## src/rtl/snake_pkg.sv

```systemverilog
// Shared direction encoding for the snake game: one-hot direction codes,
// button index mapping and the reversal helper.
package snake_pkg;

   localparam logic [3:0] DIR_UP    = 4'b0001;
   localparam logic [3:0] DIR_LEFT  = 4'b0010;
   localparam logic [3:0] DIR_RIGHT = 4'b0100;
   localparam logic [3:0] DIR_DOWN  = 4'b1000;
   localparam logic [3:0] DIR_RESET = DIR_RIGHT;

   // Button vector indices line up with the one-hot direction bits.
   localparam int BTN_UP    = 0;
   localparam int BTN_LEFT  = 1;
   localparam int BTN_RIGHT = 2;
   localparam int BTN_DOWN  = 3;

   function automatic logic [3:0] dir_opposite(input logic [3:0] dir);
      logic [3:0] opp;
      case (dir)
         DIR_UP:    opp = DIR_DOWN;
         DIR_DOWN:  opp = DIR_UP;
         DIR_LEFT:  opp = DIR_RIGHT;
         DIR_RIGHT: opp = DIR_LEFT;
         default:   opp = 4'b0000;
      endcase
      return opp;
   endfunction

endpackage

```

## src/rtl/btn_debounce.sv

```systemverilog
// One push-button front end: 2-FF synchroniser, stability counter and a
// one-cycle press pulse on each accepted 0->1 transition.
module btn_debounce #(
   parameter int DEBOUNCE_CYCLES = 1_000_000
) (
   input  logic clk,
   input  logic rst,
   input  logic btn_raw,
   output logic level,
   output logic press
);

   localparam int CW = (DEBOUNCE_CYCLES > 1) ? $clog2(DEBOUNCE_CYCLES) : 1;
   localparam logic [CW-1:0] CNT_MAX = CW'(DEBOUNCE_CYCLES - 1);

   logic [1:0]    sync_q, sync_d;
   logic [CW-1:0] cnt_q, cnt_d;
   logic          level_q, level_d;
   logic          press_q, press_d;

   always_comb begin
      sync_d  = {sync_q[0], btn_raw};
      cnt_d   = '0;
      level_d = level_q;
      press_d = 1'b0;
      // Any cycle where the synced level agrees with the accepted one restarts the count.
      if (sync_q[1] != level_q) begin
         if (cnt_q == CNT_MAX) begin
            level_d = ~level_q;
            press_d = ~level_q;
         end else begin
            cnt_d = cnt_q + CW'(1);
         end
      end
   end

   always_ff @(posedge clk or posedge rst) begin
      if (rst) begin
         sync_q  <= '0;
         cnt_q   <= '0;
         level_q <= 1'b0;
         press_q <= 1'b0;
      end else begin
         sync_q  <= sync_d;
         cnt_q   <= cnt_d;
         level_q <= level_d;
         press_q <= press_d;
      end
   end

   assign level = level_q;
   assign press = press_q;

endmodule

```

## src/rtl/direction_ctrl.sv

```systemverilog
// Snake direction producer: debounced button presses are arbitrated, filtered
// against reversal, held pending and committed once per move_tick period.
module direction_ctrl
   import snake_pkg::*;
#(
   parameter int DEBOUNCE_CYCLES = 1_000_000,
   parameter int TICK_CYCLES     = 25_000_000
) (
   input  logic       clk,
   input  logic       rst,
   input  logic       btn_up,
   input  logic       btn_left,
   input  logic       btn_right,
   input  logic       btn_down,
   output logic [3:0] direction,
   output logic       move_tick
);

   localparam int TW = $clog2(TICK_CYCLES);
   localparam logic [TW-1:0] TICK_MAX = TW'(TICK_CYCLES - 1);

   logic [3:0] btn_raw;
   logic [3:0] press;
   logic [3:0] unused_level;

   assign btn_raw = {btn_down, btn_right, btn_left, btn_up};

   for (genvar i = 0; i < 4; i++) begin : g_btn
      btn_debounce #(.DEBOUNCE_CYCLES(DEBOUNCE_CYCLES)) u_deb (
         .clk     (clk),
         .rst     (rst),
         .btn_raw (btn_raw[i]),
         .level   (unused_level[i]),
         .press   (press[i])
      );
   end

   logic [TW-1:0] tick_cnt_q, tick_cnt_d;
   logic [3:0]    direction_q, direction_d;
   logic [3:0]    pend_dir_q, pend_dir_d;
   logic          pend_valid_q, pend_valid_d;
   logic          move_tick_q, move_tick_d;
   logic [3:0]    sel;
   logic          accept;
   logic          commit;

   always_comb begin
      sel = 4'b0000;
      if      (press[BTN_UP])    sel = DIR_UP;
      else if (press[BTN_RIGHT]) sel = DIR_RIGHT;
      else if (press[BTN_DOWN])  sel = DIR_DOWN;
      else if (press[BTN_LEFT])  sel = DIR_LEFT;

      // Reversal is judged against the committed direction, never the pending one.
      accept = (sel != 4'b0000) && (sel != dir_opposite(direction_q));
      commit = (tick_cnt_q == TICK_MAX);

      tick_cnt_d   = commit ? '0 : tick_cnt_q + TW'(1);
      move_tick_d  = commit;
      direction_d  = direction_q;
      pend_valid_d = pend_valid_q;
      pend_dir_d   = pend_dir_q;

      if (commit) begin
         if (pend_valid_q) direction_d = pend_dir_q;
         pend_valid_d = 1'b0;
      end
      // A press landing on the commit edge reloads pending for the next move.
      if (accept) begin
         pend_valid_d = 1'b1;
         pend_dir_d   = sel;
      end
   end

   always_ff @(posedge clk or posedge rst) begin
      if (rst) begin
         tick_cnt_q   <= '0;
         direction_q  <= DIR_RESET;
         pend_dir_q   <= DIR_RESET;
         pend_valid_q <= 1'b0;
         move_tick_q  <= 1'b0;
      end else begin
         tick_cnt_q   <= tick_cnt_d;
         direction_q  <= direction_d;
         pend_dir_q   <= pend_dir_d;
         pend_valid_q <= pend_valid_d;
         move_tick_q  <= move_tick_d;
      end
   end

   assign direction = direction_q;
   assign move_tick = move_tick_q;

endmodule

```

## config.mk

```make
export PLATFORM = sky130hd
export DESIGN_NAME = direction_ctrl
export DESIGN_NICKNAME = d
export VERILOG_FILES = /design/src/rtl/snake_pkg.sv /design/src/rtl/btn_debounce.sv /design/src/rtl/direction_ctrl.sv
export SDC_FILE = /design/constraint.sdc
export NUM_CORES = 1
export LEC_CHECK = 0
export ABC_AREA = 0
export CAP_MARGIN = 25
export CORE_AREA = 4 4 124 126
export CTS_BUF_LIST = sky130_fd_sc_hd__clkbuf_2
export CTS_CLUSTER_SIZE = 12
export DETAILED_ROUTE_END_ITERATION = 7
export DIE_AREA = 0 0 128 130
export PLACE_DENSITY_LB_ADDON = 0.1
export SLEW_MARGIN = 10
export SYNTH_ARGS = -nofsm -noshare
export SYNTH_HDL_FRONTEND = slang
export SYNTH_SLANG_ARGS = --single-unit
```

## constraint.sdc

```tcl
create_clock -name clk -period 5.3 [get_ports clk]
set_input_delay 1.59 -clock clk [delete_from_list [all_inputs] [get_ports clk]]
set_output_delay 1.59 -clock clk [all_outputs]
set_load 0.005 [all_outputs]
```

==> summary.txt, run 1 <==
skew final: 0.02476 ns
number of setup violations in the final report: 0
Reg-to-Reg Start: tick_cnt_q[15]
clk_lat worst skew: 0.68 ns
Syn-to-layout area delta: 8.123%
unrepaired setup endpoints after global routing: false
gr usage total: 16.13%
# port buffers: 10
CP Data Arrival Time: 1.84 ns
cell taking the most area after synthesis: dfrtp_1
largest family of logic cells by synthesized area: simple AND/OR/NAND/NOR gates
post_cts resized: 0
fmax: 0.2916 GHz
Power Dens Cells: 232.2 nW/um^2
Tcrit/Tclk final: 64.71%
Synth Area in Compound Gates: 7.233%
Post-Synth Simple-Gate Area: 25.97%
crit path buf inv count: 1
initial drt markers: 285
Seq cells post-synth: 131
Yosys top cell area share: 50.99%
share of layout cells above drive strength 1: 9.063%
GP Congestion: 0.8244
post-DR wirelength/cell: 14.31 um
antenna viol nets, final: 0
Hold Fails Final Rpt: 0
Die Area: 16640 sq um
Comb pwr share: 3.2%
I/O pin count: 11
FF-to-FF End: tick_cnt_q[16]
post-layout min period: 3.430 ns
hold path start: g_btn[2].u_deb.sync_q[0]
drt pass-1 iters: 6
Clock Sinks: 131
hpwl dp: 8.525 mm
Clock Power Share: 32.5%
Worst Hold End: g_btn[2].u_deb.sync_q[1]
Max stage delay on crit path: 0.63 ns
Syn Inst Count: 630
post-CTS setup buffer count: 0
largest net degree at the start of global routing: 62
global route total overflow: 0
DIE HEIGHT: 130 um
Required @ worst endpoint: 3.71 ns
initial antenna violation count: 1
Post-Synth Adder-Cell Area: 0.9881%
Initial Utilization: 44.23%
CTS buffer count: 17
largest cells by area after synthesis: dfrtp_1, xnor2_1, nor2_1, nand3_1, xor2_1
first-pass GRT wire length: 21.71 mm
TNS Setup: 0 ns
Crit path max-delay family: flip-flops
final net count: 661
H-tree depth: 4
Die X-Extent: 128 um
clock root buffer master: clkbuf_2
# DRC: 0
Post-CTS Hold Fix Bufs: 0
most frequent cells after synthesis: dfrtp_1, nor2_1, xnor2_1, nand3_1, nand2_1
drt total wl: 12.12 mm
Netlist cell types: 53
dominant cell by count in the synthesized netlist: dfrtp_1
critical-path maximum fanout: 6
core box area: 14310 sq um
Max IR drop VDD: 0.1439 mV
Final Max Tran Viols: 0
Fill cells: 1398
sequential cell area: 3281 sq um
Via density: 5.504
Pwr Total: 1.590 mW
Net Sw Power: 0.3991 mW
site row count: 44
CTS tree: done
Leakage: 2.688 nW
Clk pin slew, worst setup/hold paths: 0.19 ns
Synth async-reset ratio: 100.0%
vias in the first global route: 4660
number of instances on the worst hold path: 0
worst setup path class: flip-flop to primary output
Max clock buf depth: 2
mux cell area share after synthesis: 1.739%
Syn Nets: 641
Net Sw Frac: 25.11%
Syn Area/Cell: 10.05 sq um
Min-Delay Path Class: flip-flop to flip-flop
Worst setup EP type: primary output
Mapped Area: 6331 sq um
Internal: 1.190 mW
Primary FF master, synth: dfrtp_1
Post-synth EDFFs: 0
register area share after synthesis: 51.82%
multi-input logic area: 2893 sq um
CP cell instances: clkdlybuf4s50_1
actual slew at the worst max-slew pin: 0.8363 ns
status: finished, final reports clean
highest-delay cell along the critical path: dfstp_2
reg2reg setup slack: 3.05 ns
Yosys warnings: 0
Rel. slew slack: 43.91%
startpoint types: flip-flop
cells on worst reg2reg path: 5
via count: 4662
Flop pwr share: 64.2%
max cap viols: 0
XOR/XNOR Fraction of Synth Area: 9.684%
Worst path depth: 1
-- flip-flops by register name, summed over array words and instances, names as in the netlist --
signal              flops
g_btn.u_deb.sync_q      8
pend_valid_q            1
direction               4
pend_dir_q              4
g_btn.u_deb.cnt_q      80
move_tick               1
tick_cnt_q             25
g_btn.u_deb.press       4
g_btn.u_deb.level       4
-- per-layer routing --
metal | track usage, % | wire [um] | vias up
li1 | - | - | 2307
met2 | 26.03 | 5805 | 53
met3 | 4.052 | 368 | 12
met1 | 21.39 | 5820 | 2290
met4 | 5.493 | 128 | 0
met5 | 0 | 0 | -
-- power by group through the flow --
stage	sequential, mW	combinational [mW]	clock [mW]
after floorplan	1.04	0.0371	0
after global placement	1.04	0.0527	0
after detailed placement	1.04	0.0536	0
after CTS	1.02	0.0540	0.550
after global routing	1.02	0.0606	0.593
final	1.02	0.0511	0.517
-- per-stage QoR --
stage / cell area, sq um / utilization [%] / worst slack (ns) / std cells / hold slack (ns)
3_3_place_gp: 6653 / 46.48 / 2.283 / 815 / 0.3370
6_report: 6845 / 47.82 / 1.870 / 847 / 0.3682
4_1_cts: 6843 / 47.81 / 1.737 / 846 / 0.3728
5_1_grt: 6845 / 47.82 / 1.721 / 847 / 0.3863
2_1_floorplan: 6331 / - / 0.2156 / 630 / 0.3312
3_5_place_dp: 6653 / 46.48 / 2.268 / 815 / 0.3358
-- worst reg2reg max path, stage by stage, from the launching register on --
cell     delay [ns]
dfrtp_1        0.47
nor4b_1        0.33
nand4_1        0.28
nor3_1         0.69
buf_4          0.31
a21oi_1        0.07
-- cell type report --
cell class	instances	area share [%]
flip-flops and latches	131	47.93
well taps	184	3.363
diodes	1	0.03656
multi-input cells	456	42.26
inverters	29	1.627
clock buffers	20	1.462
repair buffers	15	2.011
clock inverters	11	1.316
-- cells by family after synthesis --
| family | Yosys count |
|---|---|
| muxes | 10 |
| adders and majority gates | 5 |
| AOI/OAI and AO/OA | 70 |
| and+or+nand+nor | 301 |
| DFF | 131 |
| xor gates and xnor gates | 70 |
| buffers and inverters | 43 |
-- cell usage in the layout, fill, tap and decap left out, types with 5 or more instances in the layout --
master,count
ha_1,5
nor3_1,15
nor4b_1,7
nand3_1,45
xnor2_1,49
clkinvlp_4,5
xor2_1,21
a21oi_1,26
clkdlybuf4s50_1,10
buf_4,5
clkbuf_2,20
nand4_1,23
dfrtp_1,129
o21ai_0,8
or4_1,22
inv_1,28
or3_1,16
mux2_2,8
nor4_1,20
and3_1,13
nand2_1,30
nor2_1,80
o31ai_1,17
-- worst max path at each step --
stage / endpoint / from / slack (ns)
detailed placement: pend_dir_q[2] / rst / 2.27
finish: direction[2] / direction[2] / 1.87
global placement: pend_dir_q[2] / rst / 2.28
CTS: direction[2] / direction[2] / 1.74
floorplan: direction[0] / rst / 0.22
global route: direction[2] / direction[2] / 1.72
(Power assumes the default switching activity.)
==> run 2, diff against run 1 <==
==> constraint.sdc (replaced) <==
create_clock -name clk -period 2.9 [get_ports clk]
set_input_delay 0.87 -clock clk [delete_from_list [all_inputs] [get_ports clk]]
set_output_delay 0.87 -clock clk [all_outputs]
set_load 0.005 [all_outputs]
==> run 2 against run 1 <==
Hold slack improved by 0.0082 ns. Clock power increased to 2.8 times the previous value. Cell count increased by 0.35%. Critical path depth unchanged. Sequential cell count unchanged. Die area unchanged. Global-route usage decreased by 0.27 points. Combinational power increased by 93%. Highest routed layer unchanged.
==> summary.txt, run 2 (synthesis results as in run 1) <==
status: finished, final reports clean
highest-delay cell along the critical path: clkdlybuf4s50_1
Comb pwr share: 2.9%
max cap viols: 0
core box area: 14310 sq um
Fill cells: 1367
CTS buffer count: 17
global route total overflow: 0
post-layout min period: 2.659 ns
post_cts resized: 0
share of layout cells above drive strength 1: 9.323%
Max stage delay on crit path: 0.59 ns
critical-path maximum fanout: 9
# port buffers: 10
TNS Setup: 0 ns
Initial Utilization: 44.23%
antenna viol nets, final: 0
worst setup path class: flip-flop to primary output
Die X-Extent: 128 um
Crit path max-delay family: buffers and inverters
via count: 4625
Rel. slew slack: 63.73%
multi-input logic area: 2893 sq um
Placed Cells: 817
Die Area: 16640 sq um
first-pass GRT wire length: 21.55 mm
unrepaired setup endpoints after global routing: false
Most flops, register: g_btn.u_deb.cnt_q
leading cell types in the layout, fill and taps excluded: dfrtp_1, nor2_1, xnor2_1
Syn-to-layout area delta: 11.01%
worst hold slack: 0.3764 ns
Max clock buf depth: 2
post-CTS setup buffer count: 0
Worst setup EP type: primary output
final net count: 663
commonest non-fill, non-tap cell in the layout: dfrtp_1
Flop pwr share: 54.3%
Internal: 2.699 mW
drt total wl: 11.96 mm
initial drt markers: 275
I/O pin count: 11
Via density: 5.441
Net Sw Power: 0.7378 mW
number of setup violations in the final report: 0
clk_lat worst skew: 0.68 ns
drt pass-1 iters: 5
gr usage total: 15.85%
crit path buf inv count: 1
post-DR wirelength/cell: 14.07 um
Max IR drop VDD: 0.4866 mV
GP Congestion: 0.8233
Clock Sinks: 131
DIE HEIGHT: 130 um
fmax: 0.3761 GHz
actual slew at the worst max-slew pin: 0.5399 ns
initial antenna violation count: 1
Largest regs: g_btn.u_deb.cnt_q: 80 flops, tick_cnt_q: 25 flops, g_btn.u_deb.sync_q: 8 flops
vias in the first global route: 4566
clock root buffer master: clkbuf_2
Finished Layout Cells: 850
CTS tree: done
skew final: 0.02030 ns
Power Dens Cells: 489.0 nW/um^2
Tcrit/Tclk final: 91.69%
CP Data Arrival Time: 1.79 ns
sequential cell area: 3281 sq um
CP cell instances: clkdlybuf4s50_1
startpoint types: flip-flop
Post-CTS Hold Fix Bufs: 0
Leakage: 2.785 nW
largest net degree at the start of global routing: 62
Required @ worst endpoint: 2.03 ns
Clock Power Share: 42.8%
max FFs per register: 80
site row count: 44
Min-Delay Path Class: flip-flop to flip-flop
H-tree depth: 4
Net Sw Frac: 21.47%
# DRC: 0
Clk pin slew, worst setup/hold paths: 0.19 ns
Final Max Tran Viols: 0
hpwl dp: 7.971 mm
Hold Fails Final Rpt: 0
## run 2: changes by cell type in the layout (fill, tap and decap cells not counted), sizes merged
cell	delta
bufinv	+6
clkinvlp	-4
buf	+2
clkbuf	-1
clkinv	+1
inv	-1
## run 2: path summary, 6_finish.rpt
path | cells after the start | endpoint | slack [ns] | start
worst max-delay path | 1 | direction[3] | 0.24 | direction[3]
worst min-delay path | 0 | g_btn[2].u_deb.sync_q[1] | 0.38 | g_btn[2].u_deb.sync_q[0]
worst max register to register | 5 | g_btn[2].u_deb.cnt_q[18] | 0.83 | g_btn[2].u_deb.cnt_q[0]
worst min register to register | 0 | g_btn[2].u_deb.sync_q[1] | 0.38 | g_btn[2].u_deb.sync_q[0]
max in group asynchronous | 3 | direction[2] | 1.76 | rst
min in group asynchronous | 2 | tick_cnt_q[15] | 0.49 | rst
## run 2: layout make-up
class / count / area share [%]
well taps: 184 / 3.276
clock inverters: 13 / 3.365
diodes: 1 / 0.03561
clock buffers: 19 / 1.353
flip-flops and latches: 131 / 46.68
inverters: 29 / 1.602
repair buffers: 17 / 2.528
multi-input cells: 456 / 41.16
## run 2: per-layer routing
metal  share of wire, %  up-vias  global-route usage (%)
met5                  0        -                       0
met4                1.1        0                   5.680
met3                3.3        9                   4.625
met2                 47       48                   25.45
met1                 48     2259                   20.60
li1                   -     2309                       -
## run 2: metrics by stage
stage | power, mW | util [%] | instance area, sq um | setup slack, ns
finish | 3.436 | 49.10 | 7028 | 0.2409
global route | 3.587 | 49.10 | 7028 | 0.04722
CTS | 3.493 | 49.08 | 7025 | 0.1378
detailed placement | 2.002 | 46.77 | 6694 | 0.8653
global placement | 2.000 | 46.77 | 6694 | 0.8843
floorplan | 1.964 | - | 6335 | 0.4084
## run 2: power by group through the flow
stage | clock network (mW) | logic (mW) | registers (mW)
floorplan | 0 | 0.0683 | 1.90
global placement | 0 | 0.102 | 1.90
detailed placement | 0 | 0.103 | 1.90
CTS | 1.52 | 0.104 | 1.87
global route | 1.60 | 0.115 | 1.87
finish | 1.47 | 0.0986 | 1.87
==> edit, RTL diff (config.mk and constraints of run 2) <==
Reset style: synchronous (`rst`), changed in 2 clocked blocks.
--- a/src/rtl/btn_debounce.sv
+++ b/src/rtl/btn_debounce.sv
@@ -34,7 +34,7 @@
       end
    end
 
-   always_ff @(posedge clk or posedge rst) begin
+   always_ff @(posedge clk) begin
       if (rst) begin
          sync_q  <= '0;
          cnt_q   <= '0;
--- a/src/rtl/direction_ctrl.sv
+++ b/src/rtl/direction_ctrl.sv
@@ -72,7 +72,7 @@
       end
    end
 
-   always_ff @(posedge clk or posedge rst) begin
+   always_ff @(posedge clk) begin
       if (rst) begin
          tick_cnt_q   <= '0;
          direction_q  <= DIR_RESET;
Formal check against the unedited RTL: same outputs for any inputs over 10 cycles, from zero or initial values and one cycle with rst high; that may be too few to reach the edited logic, so the function may still have changed.
==> edit against run 2 <==
- final area shrank 9.3%
- routed wire length shrank 1.2%
- worst setup slack gained 0.036 ns
- area after synthesis shrank 6.7%
- sequential cell count is the same
- global-route usage shrank 1.0 points
- synthesized cell count grew 7.8%
- power shrank 16%
==> edit: results (changes against run 2) <==
[logic_synthesis]
yosysSeqAreaShare=0.444  ; -0.0744
synth-xor-area-share=0.0949  ; -0.00198
ys_top_cells_by_count=131 x dfxtp_1, 82 x nor2_1, 46 x a21oi_1
syn_nets=690  ; +7.6%
synth_ff_type=dfxtp_1
netlist_instances=679  ; +7.8%
synth_compound_area_frac=0.109  ; +0.0365
async_flop_share=0  ; -1.00
synth_area_leaders=dfxtp_1 44%, xnor2_1 5.8%, nor2_1 5.2%, a21oi_1 3.9%, xor2_1 3.7%
synth_fa_ha_area_frac=0.0106  ; +0.000705

[power]
p_leak_nw=1.90  ; -32%

[placed_design]
post-place-ws_ns=0.493  ; -0.373 ns
placed_cell_area_mm2=0.00617  ; -7.9%
gp_congestion=0.802  ; -2.6%
dp_hpwl_mm=8.13  ; +2.0%
dp.cells=856  ; +4.8%

[outcome]
outcome=finished clean

[grt]
antenna_found_initial=0  ; -1
grt_pass1_wl_mm=20.4  ; -5.3%
grt_max_degree=25  ; -60%
grt_pass1_vias=4531  ; -0.77%

[critical_path]
worst-path-max-fanout=8  ; -1
reg2reg_depth=4  ; -1
crit_arrival_ns=1.75  ; -0.04 ns
timing.rr.start=tick_cnt_q[15]$_SDFF_PP0_
critPathLaunch=direction[3]$_SDFFE_PP0P_
slowest_delay_ns=0.56  ; -0.03 ns

[layout]
diodes=0  ; -1
fillers=1452  ; +6.2%
fin_util=0.445  ; -0.0456
drive_gt1_frac=0.0696  ; -0.0236
nNetsFinal=702  ; +5.9%

[hold_path]
min_path_cells=1  ; +1
worstHoldStart=g_btn[3].u_deb.sync_q[0]$_SDFF_PP0_

[timing]
max_slew_margin=0.537  ; -0.100
finalClockSkew_ns=0.0207  ; +0.000431 ns

[routing]
viasPerCell=5.47  ; +0.54%
vias=4858  ; +5.0%
firstDrtPassIters=4  ; -1
drt-initial-drc-count=262  ; -4.7%

[clock_network]
clock_latency_ns=0.66  ; -0.02 ns

edit: cell types whose count changed after synthesis, moves of 5 or more:
cell,run 2,this run
and3_1,13,18
dfrtp_1,129,0
nor2b_1,2,12
or4_1,22,27
a21oi_1,26,46
o21ai_0,8,27
nor3_1,15,9
dfxtp_1,0,131
xnor2_1,49,39
nand2_1,30,36
inv_1,29,20
mux2_2,8,0
edit: final timing paths:
path / to / slack (ns)
max: direction[3] / 0.28
min: g_btn[3].u_deb.sync_q[1]$_SDFF_PP0_ / 0.46
max reg2reg: tick_cnt_q[12]$_SDFF_PP0_ / 0.47
min reg2reg: g_btn[3].u_deb.sync_q[1]$_SDFF_PP0_ / 0.46
edit: layout make-up:
| type | instances | area share |
|---|---|---|
| inverters | 20 | 0.0118 |
| clock inverters | 15 | 0.0192 |
| flip-flops and latches | 131 | 0.411 |
| well taps | 184 | 0.0361 |
| multi-input cells | 505 | 0.485 |
| clock buffers | 17 | 0.0133 |
| repair buffers | 16 | 0.0228 |
edit: power breakdown:
part / switching, mW / internal (mW) / total, mW
clock: 0.643 / 0.368 / 1.01
combinational: 0.0304 / 0.0200 / 0.0504
sequential: 0.00733 / 1.81 / 1.82
total: 0.681 / 2.20 / 2.88
edit: layer usage:
| metal | vias up | GRT usage | part of all wire | wire length, um |
|---|---|---|---|---|
| met5 | - | 0 | 0 | 0 |
| li1 | 2497 | - | - | - |
| met3 | 12 | 0.0450 | 0.033 | 391 |
| met1 | 2289 | 0.189 | 0.49 | 5730 |
| met2 | 60 | 0.241 | 0.47 | 5550 |
| met4 | 0 | 0.0512 | 0.012 | 142 |
edit: cells by family (layout without fill, tap and decap cells):
kind of cell	Yosys count	in the layout
simple gates	327	327
buf+inv	43	68
fa+ha+maj	5	5
xor+xnor	64	64
mux	1	1
flops	131	131
compound gates	108	108
